$ cat src/rtl/mem_arb_pkg.sv
// mem_arb_pkg: shared FSM state, owner encoding and timeout default for the memory arbiter.
package mem_arb_pkg;
    typedef enum logic [1:0] {ST_IDLE, ST_BUSY, ST_RESP} state_e;
    typedef enum logic {OWN_IF, OWN_DM} owner_e;
    localparam int TIMEOUT_CYC_DEF = 64;
endpackage

$ cat src/rtl/mem_arb_pick.sv
// mem_arb_pick: chooses the winning port; on a tie the port that did not own the last grant wins.
module mem_arb_pick
    import mem_arb_pkg::*;
(
    input  logic   if_req,
    input  logic   dm_req,
    input  owner_e last_owner,
    output owner_e winner
);
    always_comb winner = (if_req && dm_req) ? ((last_owner == OWN_IF) ? OWN_DM : OWN_IF)
                                            : (dm_req ? OWN_DM : OWN_IF);
endmodule

$ cat src/rtl/mem_arbiter.sv
// mem_arbiter: two-port (fetch/data) arbiter onto one memory port with timeout abort.
// ARB_ROUND_ROBIN_EN: alternate ties between ports; otherwise DM always wins ties.
module mem_arbiter
    import mem_arb_pkg::*;
#(
    parameter int ADDR_W      = 32,
    parameter int DATA_W      = 32,
    parameter int TIMEOUT_CYC = TIMEOUT_CYC_DEF
) (
    input  logic              CLK,
    input  logic              RST,
    input  logic              if_req,
    input  logic [ADDR_W-1:0] if_addr,
    output logic              if_done,
    output logic [DATA_W-1:0] if_rdata,
    input  logic              dm_req,
    input  logic              dm_we,
    input  logic [ADDR_W-1:0] dm_addr,
    input  logic [DATA_W-1:0] dm_wdata,
    output logic              dm_done,
    output logic [DATA_W-1:0] dm_rdata,
    output logic              err,
    output logic [ADDR_W-1:0] mem_addr,
    output logic              mem_load,
    output logic              mem_store,
    output logic [DATA_W-1:0] mem_wdata,
    input  logic [DATA_W-1:0] mem_rdata,
    input  logic              mem_ready
);
    localparam int CNT_W = $clog2(TIMEOUT_CYC);

    state_e            state_q, state_d;
    owner_e            owner_q, owner_d, winner, last_owner;
    logic [CNT_W-1:0]  cnt_q, cnt_d;
    logic [ADDR_W-1:0] addr_q, addr_d;
    logic [DATA_W-1:0] wdata_q, wdata_d, if_rdata_q, if_rdata_d, dm_rdata_q, dm_rdata_d;
    logic              load_q, load_d, store_q, store_d, err_q, err_d;
    logic              if_done_q, if_done_d, dm_done_q, dm_done_d;

    mem_arb_pick u_pick (
        .if_req    (if_req),
        .dm_req    (dm_req),
        .last_owner(last_owner),
        .winner    (winner)
    );

`ifdef ARB_ROUND_ROBIN_EN
    owner_e last_q, last_d;
    assign last_owner = last_q;
    always_comb last_d = (state_q == ST_IDLE && (if_req || dm_req)) ? winner : last_q;
    always_ff @(posedge CLK or posedge RST) begin
        if (RST) last_q <= OWN_IF;
        else     last_q <= last_d;
    end
`else
    // A constant IF history makes every tie resolve to DM.
    assign last_owner = OWN_IF;
`endif

    always_comb begin
        state_d    = state_q;
        owner_d    = owner_q;
        cnt_d      = cnt_q;
        addr_d     = addr_q;
        wdata_d    = wdata_q;
        load_d     = load_q;
        store_d    = store_q;
        err_d      = err_q;
        if_rdata_d = if_rdata_q;
        dm_rdata_d = dm_rdata_q;
        if_done_d  = 1'b0;
        dm_done_d  = 1'b0;
        unique case (state_q)
            ST_IDLE: if (if_req || dm_req) begin
                state_d = ST_BUSY;
                owner_d = winner;
                cnt_d   = '0;
                addr_d  = (winner == OWN_DM) ? dm_addr : if_addr;
                wdata_d = (winner == OWN_DM) ? dm_wdata : '0;
                store_d = (winner == OWN_DM) && dm_we;
                load_d  = !((winner == OWN_DM) && dm_we);
            end
            // mem_ready wins over a coincident timeout.
            ST_BUSY: if (mem_ready || cnt_q == CNT_W'(TIMEOUT_CYC - 1)) begin
                state_d    = ST_RESP;
                load_d     = 1'b0;
                store_d    = 1'b0;
                err_d      = !mem_ready;
                if_done_d  = (owner_q == OWN_IF);
                dm_done_d  = (owner_q == OWN_DM);
                if_rdata_d = (owner_q == OWN_IF) ? (mem_ready ? mem_rdata : '0) : if_rdata_q;
                dm_rdata_d = (owner_q == OWN_DM) ? (mem_ready ? mem_rdata : '0) : dm_rdata_q;
            end else begin
                cnt_d = cnt_q + 1'b1;
            end
            default: state_d = ST_IDLE;
        endcase
    end

    always_ff @(posedge CLK or posedge RST) begin
        if (RST) begin
            state_q    <= ST_IDLE;
            owner_q    <= OWN_IF;
            cnt_q      <= '0;
            addr_q     <= '0;
            wdata_q    <= '0;
            load_q     <= 1'b0;
            store_q    <= 1'b0;
            err_q      <= 1'b0;
            if_rdata_q <= '0;
            dm_rdata_q <= '0;
            if_done_q  <= 1'b0;
            dm_done_q  <= 1'b0;
        end else begin
            state_q    <= state_d;
            owner_q    <= owner_d;
            cnt_q      <= cnt_d;
            addr_q     <= addr_d;
            wdata_q    <= wdata_d;
            load_q     <= load_d;
            store_q    <= store_d;
            err_q      <= err_d;
            if_rdata_q <= if_rdata_d;
            dm_rdata_q <= dm_rdata_d;
            if_done_q  <= if_done_d;
            dm_done_q  <= dm_done_d;
        end
    end

    assign if_done   = if_done_q;
    assign dm_done   = dm_done_q;
    assign if_rdata  = if_rdata_q;
    assign dm_rdata  = dm_rdata_q;
    assign err       = err_q;
    assign mem_addr  = addr_q;
    assign mem_wdata = wdata_q;
    assign mem_load  = load_q;
    assign mem_store = store_q;
endmodule

$ cat config.mk
export PLATFORM = sky130hd
export DESIGN_NAME = mem_arbiter
export DESIGN_NICKNAME = d
export VERILOG_FILES = /design/src/rtl/mem_arb_pkg.sv /design/src/rtl/mem_arb_pick.sv /design/src/rtl/mem_arbiter.sv
export SDC_FILE = /design/constraint.sdc
export NUM_CORES = 1
export LEC_CHECK = 0
export ABC_AREA = 1
export CORE_ASPECT_RATIO = 2
export CORE_MARGIN = 1.5
export CORE_UTILIZATION = 46
export CTS_BUF_LIST = sky130_fd_sc_hd__clkbuf_8
export DETAILED_ROUTE_END_ITERATION = 6
export GPL_TIMING_DRIVEN = 0
export PLACE_DENSITY = 0.95
export SLEW_MARGIN = 20
export SYNTH_ARGS = -nofsm -noshare
export SYNTH_HDL_FRONTEND = slang
export SYNTH_SLANG_ARGS = --single-unit
$ cat constraint.sdc
create_clock -name CLK -period 13.4 [get_ports CLK]
set_clock_uncertainty 0.1 [all_clocks]
set_input_delay 1.34 -clock CLK [delete_from_list [all_inputs] [get_ports CLK]]
set_output_delay 1.34 -clock CLK [all_outputs]
set_load 0.1 [all_outputs]
==> reports/metrics.cfg, run 1 <==
[synth]
synthCells = 610
synth_area_leaders = dfrtp_1 (60%), nand2_1 (13%), nand4_1 (6.9%)
netlist_area_mm2 = 0.00591
synth_top_area_share_pct = 60.1
synth_flop_cell = dfrtp_1
postSynthNetCount = 745
ys_ff_latch = 142
ys.warnings.count = 0
avgSynthCellArea_um2 = 9.69
synthTopCellsByCount = nand2_1 (208), dfrtp_1 (142), nand4_1 (65), nor2_1 (37)
ys_seq_area_share_pct = 60.1
synth_edf_count = 0
synth.most_common_cell = nand2_1
yosysTopAreaCell = dfrtp_1
synthArstFlopShare_pct = 100
yosysUniqueCellTypes = 28

[finish]
nNetsFinal = 1030
area_growth_pct = 55.0
drive_above_1_share_pct = 9.04
diodes = 0

[floorplanning]
ioPinCount = 267
core-area_mm2 = 0.0126
die_x_um = 83.1
start_util_pct = 47.1
die-area_mm2 = 0.0136
die_y_um = 163
rows = 58

[clock_network]
cts_hold_buf = 0
cts_sinks = 142
cts_resized = 0
clk_pin_slew_worst_paths_ps = 80
clockRootBuffer = clkbuf_8
cts_tree = done
cts-buffers-inserted = 17
htreeDepth = 4
cts.path.max_buffers = 2
postCtsSetupBuffers = 0
clock_latency_ps = 430

[timing]
max_clock_freq_mhz = 290
setup-violations-final = 0
post-route-period-util_pct = 25.8
finalCriticalPeriod_ps = 3450
rsz0062_at_grt = no
slew_headroom_pct = 30.5
max_slew.worst_pin.slew_ps = 1040
drv_slew = 0
hold_violations = 0
fin_tns_setup_ps = 0

[job]
cap_violations = 0

[routing]
post_drt_wl_per_cell_um = 18.5
routed_wl_um = 19600
antenna_left = 0
drt-pass1-iter-count = 5
vias_per_cell = 5.49
drtIter0Drc = 438
via_count = 5805
drcViolationCount = 0

[setup_path]
end_kind = output pin
cp_max_fo = 2
crit_type = register to output pin
slowest_stage = clkdlybuf4s50_1
critPathArrivalTime_ps = 2010
slowest_delay_ps = 1170
crit_family = buffers and inverters
path_buf_inv = 1
crit_chain = clkdlybuf4s50_1
cp.required_ps = 11960
start_kind = register

[worst_hold_path]
hold_path_class = register to register

[global_route]
grt_overflow = 0
antenna_found_initial = 0
grt_pass1_vias = 6059
grt.total_usage_pct = 29.2
grt_start_max_net_pins = 85
grt_pass1_wl_um = 31000

[place]
finalWeightedCongestion = 0.835
dp_hpwl_um = 14900
port_buffers = 265

[outcome]
status = completed

-- kinds of logic after synthesis --
kind of cell | after synthesis | synth area share, %
AND/OR/NAND/NOR | 339 | 25.7
flip-flops | 142 | 60.1
AO/OA/AOI/OAI | 69 | 8.60
buffers and inverters | 57 | 5.06
XOR/XNOR | 2 | 0.296
adder cells (fa/ha/maj) | 1 | 0.212
-- flip-flops by register name (all words and copies together) (netlist names), 2 cells and up --
| signal | count |
|---|---|
| dm_rdata | 32 |
| if_rdata | 32 |
| cnt_q | 6 |
| mem_addr | 32 |
| mem_wdata | 32 |
| state_q | 2 |
-- layout make-up --
type	instances	area, µm²
Clock inverter	12	113
Tap cell	150	188
Sequential cell	142	3550
Clock buffer	19	262
Timing Repair Buffer	266	2680
Inverter	9	41.3
Buffer	48	265
Multi-Input combinational cell	411	2060
Fill cell	844	3400
-- cell usage in the layout, fill, tap and decap left out, types with 7 or more instances in the layout --
master and count:
clkdlybuf4s50_1 265, nand2_1 208, dfrtp_1 142, nand4_1 65
nor2_1 37, a22o_1 32, a31oi_1 32, buf_2 20
clkbuf_8 19, clkbuf_1 16, nand3_1 10, nand2_2 9
buf_6 7
-- tightest hold or removal path: stages, from the launching register on --
cell     delay (ps)
dfrtp_1         350
nand2_1          60
nand2_1          50
-- worst paths after layout --
path	from	to	slack (ps)	depth (start not counted)
setup / recovery	mem_addr[4]	mem_addr[4]	9950	1
hold reg to reg	dm_rdata[10]	dm_rdata[10]	380	2
min in group asynchronous	RST	mem_wdata[14]	1230	2
hold / removal	dm_rdata[10]	dm_rdata[10]	380	2
setup reg to reg	cnt_q[0]	if_rdata[23]	11610	9
max in group asynchronous	RST	dm_rdata[10]	11220	3
-- per-stage QoR --
step	cell area [µm²]	hold slack [ps]	cells	util, %	setup slack (ps)
finish	9160	382	1057	73.0	9950
global route	9160	410	1057	73.0	9910
CTS	9160	382	1057	73.0	9930
detailed placement	8780	362	1026	70.0	10360
global placement	8750	353	1025	69.7	6340
floorplan	5910	405	610	-	8150
-- routing by layer --
layer	vias to the layer above	routed length, µm	track usage, %
li1	2656	-	-
met1	2744	6350	29.9
met2	331	10900	54.1
met3	74	1280	6.01
met4	0	983	17.1
met5	-	0	0
Power of run 1 is not shown: default switching activity piles up to over one toggle a cycle in this logic, so the estimate is an artifact.
==> run 2: changes to the inputs <==
--- a/config.mk
+++ b/config.mk
@@ -8,11 +8,11 @@
 export ABC_AREA = 1
 export CORE_ASPECT_RATIO = 2
 export CORE_MARGIN = 1.5
-export CORE_UTILIZATION = 46
+export CORE_UTILIZATION = 39
 export CTS_BUF_LIST = sky130_fd_sc_hd__clkbuf_8
 export DETAILED_ROUTE_END_ITERATION = 6
 export GPL_TIMING_DRIVEN = 0
-export PLACE_DENSITY = 0.95
+export PLACE_DENSITY = 0.87
 export SLEW_MARGIN = 20
 export SYNTH_ARGS = -nofsm -noshare
 export SYNTH_HDL_FRONTEND = slang
==> constraint.sdc (replaced) <==
create_clock -name CLK -period 3 [get_ports CLK]
set_clock_uncertainty 0.1 [all_clocks]
set_input_delay 0.3 -clock CLK [delete_from_list [all_inputs] [get_ports CLK]]
set_output_delay 0.3 -clock CLK [all_outputs]
set_load 0.1 [all_outputs]
==> run 2 against run 1 <==
Core utilization is 9.8 points lower. Setup slack worse by 9400 ps. Sequential cell count stayed put. Design area is 2.1% higher. Sequential share of layout area is 0.81 points lower. Critical endpoint is now mem_addr[5]. Worst hold slack worse by 280 ps.
==> reports/metrics.cfg, run 2 (synthesis results as in run 1) <==
[setup_path]
crit_family = buffers and inverters
rrSetupSlack_ps = 1230  ; -10380 ps
critPathArrivalTime_ps = 2030  ; +20 ps
slowest_delay_ps = 1170  ; about the same
crit-reg2reg-launch = cnt_q[0]
cp.required_ps = 2600  ; -9360 ps
path_depth = 1  ; unchanged
start_kind = register
crit_type = register to output pin
slowest_stage = clkdlybuf4s50_1
crit_chain = clkdlybuf4s50_1
cp_max_fo = 2  ; unchanged
r2r_end = if_rdata[2]
r2r_cells = 9  ; unchanged
end_kind = output pin
path_buf_inv = 1  ; unchanged

[floorplanning]
rows = 63  ; +8.6%
die_x_um = 90.0  ; +8.3%
start_util_pct = 39.9  ; -7.2 points
core-area_mm2 = 0.0148  ; +18%
ioPinCount = 267  ; unchanged
die_y_um = 177  ; +8.4%
die-area_mm2 = 0.0159  ; +17%

[finish]
diodes = 0  ; unchanged
mostFrequentLayoutCells = clkdlybuf4s50_1 (265), nand2_1 (208), dfrtp_1 (142)
nNetsFinal = 1034  ; +0.39%
nFillCells = 1217  ; +44%
final_common_cell = clkdlybuf4s50_1
final_area_mm2 = 0.00936  ; +2.1%
drive_above_1_share_pct = 9.54  ; +0.50 points
area_growth_pct = 58.3

[place]
port_buffers = 265  ; unchanged
dp_slack_ps = 994  ; -9360 ps
finalWeightedCongestion = 0.865  ; +3.6%
dp_hpwl_um = 15500  ; +4.1%
placed_area_mm2 = 0.00892  ; +1.6%

[routing]
drtIter0Drc = 291  ; -34%
via_count = 5768  ; -0.64%
post_drt_wl_per_cell_um = 17.9  ; -3.3%
drcViolationCount = 0  ; unchanged
drt-pass1-iter-count = 4  ; -1
antenna_left = 0  ; unchanged
routed_wl_um = 19800  ; +1.3%
vias_per_cell = 5.21  ; -5.1%

[worst_hold_path]
hold_path_class = input pin to register
hold_end = mem_addr[29]
worstHoldStart = dm_req
whs_path_depth = 3  ; +1

[outcome]
status = completed

[clock_network]
postCtsSetupBuffers = 0  ; unchanged
htreeDepth = 4  ; unchanged
cts_tree = done
cts.path.max_buffers = 2  ; unchanged
cts_resized = 0  ; unchanged
clock_latency_ps = 440  ; about the same
cts-buffers-inserted = 17  ; unchanged
cts_hold_buf = 0  ; unchanged
clockRootBuffer = clkbuf_8
cts_sinks = 142  ; unchanged
clk_pin_slew_worst_paths_ps = 90  ; about the same

[timing]
rsz0062_at_grt = no
drv_slew = 0  ; unchanged
setup-violations-final = 0  ; unchanged
max_slew.worst_pin.slew_ps = 1050  ; +15.2 ps
fin_ws_ps = 571  ; -9380 ps
hold_violations = 0  ; unchanged
post-route-period-util_pct = 81.0
finalCriticalPeriod_ps = 2430
fin_tns_setup_ps = 0  ; unchanged
slew_headroom_pct = 29.5  ; -1.0 points
max_clock_freq_mhz = 412

[global_route]
grt.total_usage_pct = 25.4  ; -3.8 points
grt_start_max_net_pins = 31  ; -64%
grt_overflow = 0  ; unchanged
grt_pass1_wl_um = 31200  ; +0.47%
antenna_found_initial = 1  ; +1
grt_pass1_vias = 5989  ; -1.2%

[job]
cap_violations = 0  ; unchanged

-- run 2: cell types whose count changed in the layout (fill, tap and decap cells not counted) --
cell and change:
clkbuf_8 -2, buf_12 +3, inv_6 +4, buf_16 +1, clkinv_2 -2, bufinv_16 +2, clkinvlp_4 +1, clkinv_4 -4
inv_8 +2
-- run 2: worst max path at each step --
| stage | startpoint | end | slack (ps) |
|---|---|---|---|
| 2_1_floorplan | RST | cnt_q[0] | 820 |
| 4_1_cts | mem_addr[5] | mem_addr[5] | 550 |
| 3_3_place_gp | RST | mem_wdata[14] | -420 |
| 6_report | mem_addr[5] | mem_addr[5] | 570 |
| 3_5_place_dp | mem_ready | if_rdata[2] | 990 |
| 5_1_grt | if_rdata[3] | if_rdata[3] | 520 |
-- run 2: layout make-up --
type | count | area (µm²) | area share, %
plain buffers | 48 | 265 | 2.84
clock buffers | 17 | 234 | 2.50
multi-input cells | 411 | 2060 | 22.0
clock inverters | 15 | 196 | 2.10
well taps | 195 | 244 | 2.61
flip-flops and latches | 142 | 3550 | 38.0
repair buffers | 270 | 2770 | 29.6
inverters | 9 | 37.5 | 0.401
-- run 2: stage by stage --
stage | hold slack [ps] | utilization [%] | cells
2_1_floorplan | 317 | - | 610
3_3_place_gp | 354 | 59.4 | 1070
4_1_cts | 77.0 | 63.1 | 1107
3_5_place_dp | 358 | 60.2 | 1075
6_report | 105 | 63.1 | 1107
5_1_grt | 101 | 63.1 | 1107
-- run 2: worst min-delay path, cell delays in order --
cell and delay [ps]:
buf_2 160, nand2_1 80, a31oi_1 80
-- run 2: routing by layer --
layer / global-route usage, % / vias up / part of all wire [%] / wire length (µm)
met5: 0 / - / 0.061 / 12
met2: 47.5 / 274 / 56 / 11100
met1: 24.0 / 2762 / 32 / 6300
met4: 16.5 / 2 / 5.7 / 1140
met3: 6.57 / 72 / 6.4 / 1260
li1: - / 2658 / - / -
Power of run 2 is left out for the same reason.
==> run 3: changes to the inputs <==
--- a/config.mk
+++ b/config.mk
@@ -8,11 +8,11 @@
 export ABC_AREA = 1
 export CORE_ASPECT_RATIO = 2
 export CORE_MARGIN = 1.5
-export CORE_UTILIZATION = 39
+export CORE_UTILIZATION = 43
 export CTS_BUF_LIST = sky130_fd_sc_hd__clkbuf_8
 export DETAILED_ROUTE_END_ITERATION = 6
 export GPL_TIMING_DRIVEN = 0
-export PLACE_DENSITY = 0.87
+export PLACE_DENSITY = 0.9
 export SLEW_MARGIN = 20
 export SYNTH_ARGS = -nofsm -noshare
 export SYNTH_HDL_FRONTEND = slang
==> constraint.sdc (replaced) <==
create_clock -name CLK -period 2.25 [get_ports CLK]
set_clock_uncertainty 0.1 [all_clocks]
set_input_delay 0.225 -clock CLK [delete_from_list [all_inputs] [get_ports CLK]]
set_output_delay 0.225 -clock CLK [all_outputs]
set_load 0.1 [all_outputs]
==> run 3 against run 2 <==
Count of clock-buffer cells in the layout unchanged. Non-clock buffer count down 1. Sequential share of layout area grew 1.2 points.
==> reports/metrics.cfg, run 3 (synthesis results as in run 1) <==
[outcome]
status = completed

[floorplanning]
start_util_pct = 44.0  ; +4.1 points
die_x_um = 85.9  ; -4.6%
core-area_mm2 = 0.0134  ; -9.3%
die-area_mm2 = 0.0145  ; -9.1%
ioPinCount = 267  ; unchanged
rows = 60  ; -4.8%
die_y_um = 169  ; -4.7%

[clock_network]
clockRootBuffer = clkbuf_8
clock_latency_ps = 420  ; -20 ps
clk_pin_slew_worst_paths_ps = 80  ; about the same
htreeDepth = 4  ; unchanged
cts_tree = done
cts.path.max_buffers = 2  ; unchanged
cts_sinks = 142  ; unchanged
cts-buffers-inserted = 17  ; unchanged

[setup_path]
path_buf_inv = 1  ; unchanged
critPathArrivalTime_ps = 1710  ; -320 ps
cp_max_fo = 2  ; unchanged
end_kind = output pin
slowest_stage = dlygate4sd2_1
crit_chain = dlygate4sd2_1
crit_family = buffers and inverters
slowest_delay_ps = 880  ; -290 ps
crit_type = register to output pin
start_kind = register
cp.required_ps = 1920  ; -680 ps

[routing]
drcViolationCount = 0  ; unchanged
drtIter0Drc = 236  ; -19%
drt-pass1-iter-count = 5  ; +1
post_drt_wl_per_cell_um = 17.8  ; -0.48%
via_count = 5794  ; +0.45%
routed_wl_um = 19000  ; -4.2%
vias_per_cell = 5.44  ; +4.3%
antenna_left = 0  ; unchanged

[finish]
drive_above_1_share_pct = 9.33  ; -0.21 points
mostFrequentLayoutCells = nand2_1 (208), dfrtp_1 (142), clkdlybuf4s50_1 (132)
regArea_mm2 = 0.00355  ; unchanged
area_growth_pct = 53.5
final_common_cell = nand2_1
final_area_mm2 = 0.00907  ; -3.0%
nNetsFinal = 1033  ; -0.097%
nFillCells = 1074  ; -12%
multi_input_area_mm2 = 0.00206  ; unchanged
diodes = 0  ; unchanged

[global_route]
grt_pass1_vias = 5972  ; -0.28%
grt.total_usage_pct = 26.6  ; +1.3 points
antenna_found_initial = 0  ; -1
grt_start_max_net_pins = 36  ; +16%
grt_overflow = 0  ; unchanged
grt_pass1_wl_um = 29900  ; -4.1%

[place]
dp_hpwl_um = 14800  ; -4.4%
port_buffers = 265  ; unchanged
finalWeightedCongestion = 0.869  ; +0.50%
placed_area_mm2 = 0.00884  ; -0.95%
dp_slack_ps = 344  ; -651 ps

[job]
cap_violations = 0  ; unchanged

[timing]
post-route-period-util_pct = 90.6
rsz0062_at_grt = no
max_clock_freq_mhz = 490
max_slew.worst_pin.slew_ps = 1030  ; -24.8 ps
fin_ws_ps = 211  ; -360 ps
slew_headroom_pct = 31.7  ; +2.1 points
hold_violations = 0  ; unchanged
drv_slew = 0  ; unchanged
finalCriticalPeriod_ps = 2040
setup-violations-final = 0  ; unchanged

[worst_hold_path]
hold_path_class = input pin to register

-- run 3: cell types whose count changed in the layout (fill, tap and decap cells not counted), moves of 2 or more --
cell and change:
dlygate4sd2_1 +130, clkdlybuf4s50_1 -133, clkinvlp_4 +2, dlymetal6s2s_1 +3, buf_16 -2, bufinv_16 -2
-- run 3: worst paths after layout --
| path | from | cells after the start | slack, ps | end |
|---|---|---|---|---|
| hold / removal | dm_req | 3 | 50 | mem_addr[30] |
| max in group asynchronous | RST | 4 | 1150 | mem_wdata[0] |
| min in group asynchronous | RST | 2 | 110 | dm_rdata[12] |
| setup reg to reg | cnt_q[0] | 9 | 470 | dm_rdata[0] |
| hold reg to reg | if_rdata[15] | 2 | 370 | if_rdata[15] |
| setup / recovery | dm_rdata[30] | 1 | 210 | dm_rdata[30] |
-- run 3: timing repair --
action | 4_1_cts | 5_1_grt
resized for setup | 130 | 3
endpoints found under the setup margin | 130 | 3
setup buffers | 0 | 0
hold buffers | 0 | 0
-- run 3: per-stage QoR --
stage               std cells  hold WS [ps]  setup TNS (ps)  util, %
floorplan                 610           242               0        -
global placement         1030           354         -145290     65.2
detailed placement       1034           358               0     65.8
CTS                      1066          12.9               0     67.5
global route             1066          24.4               0     67.5
finish                   1066          48.4               0     67.5
-- run 3: layer usage --
layer,vias to the layer above,part of all wire [%],GRT usage (%)
met1,2752,33,26.2
li1,2663,-,-
met4,0,5.2,14.4
met3,79,5.7,5.61
met2,300,56,50.3
met5,-,0,0
-- run 3: cell type report --
type | instances | share of cell area (%)
multi-input cells | 411 | 22.7
clock inverters | 15 | 1.71
repair buffers | 269 | 28.4
inverters | 9 | 0.414
clock buffers | 17 | 2.58
flip-flops and latches | 142 | 39.2
plain buffers | 48 | 2.92
well taps | 155 | 2.14
Power of run 3 is left out for the same reason.
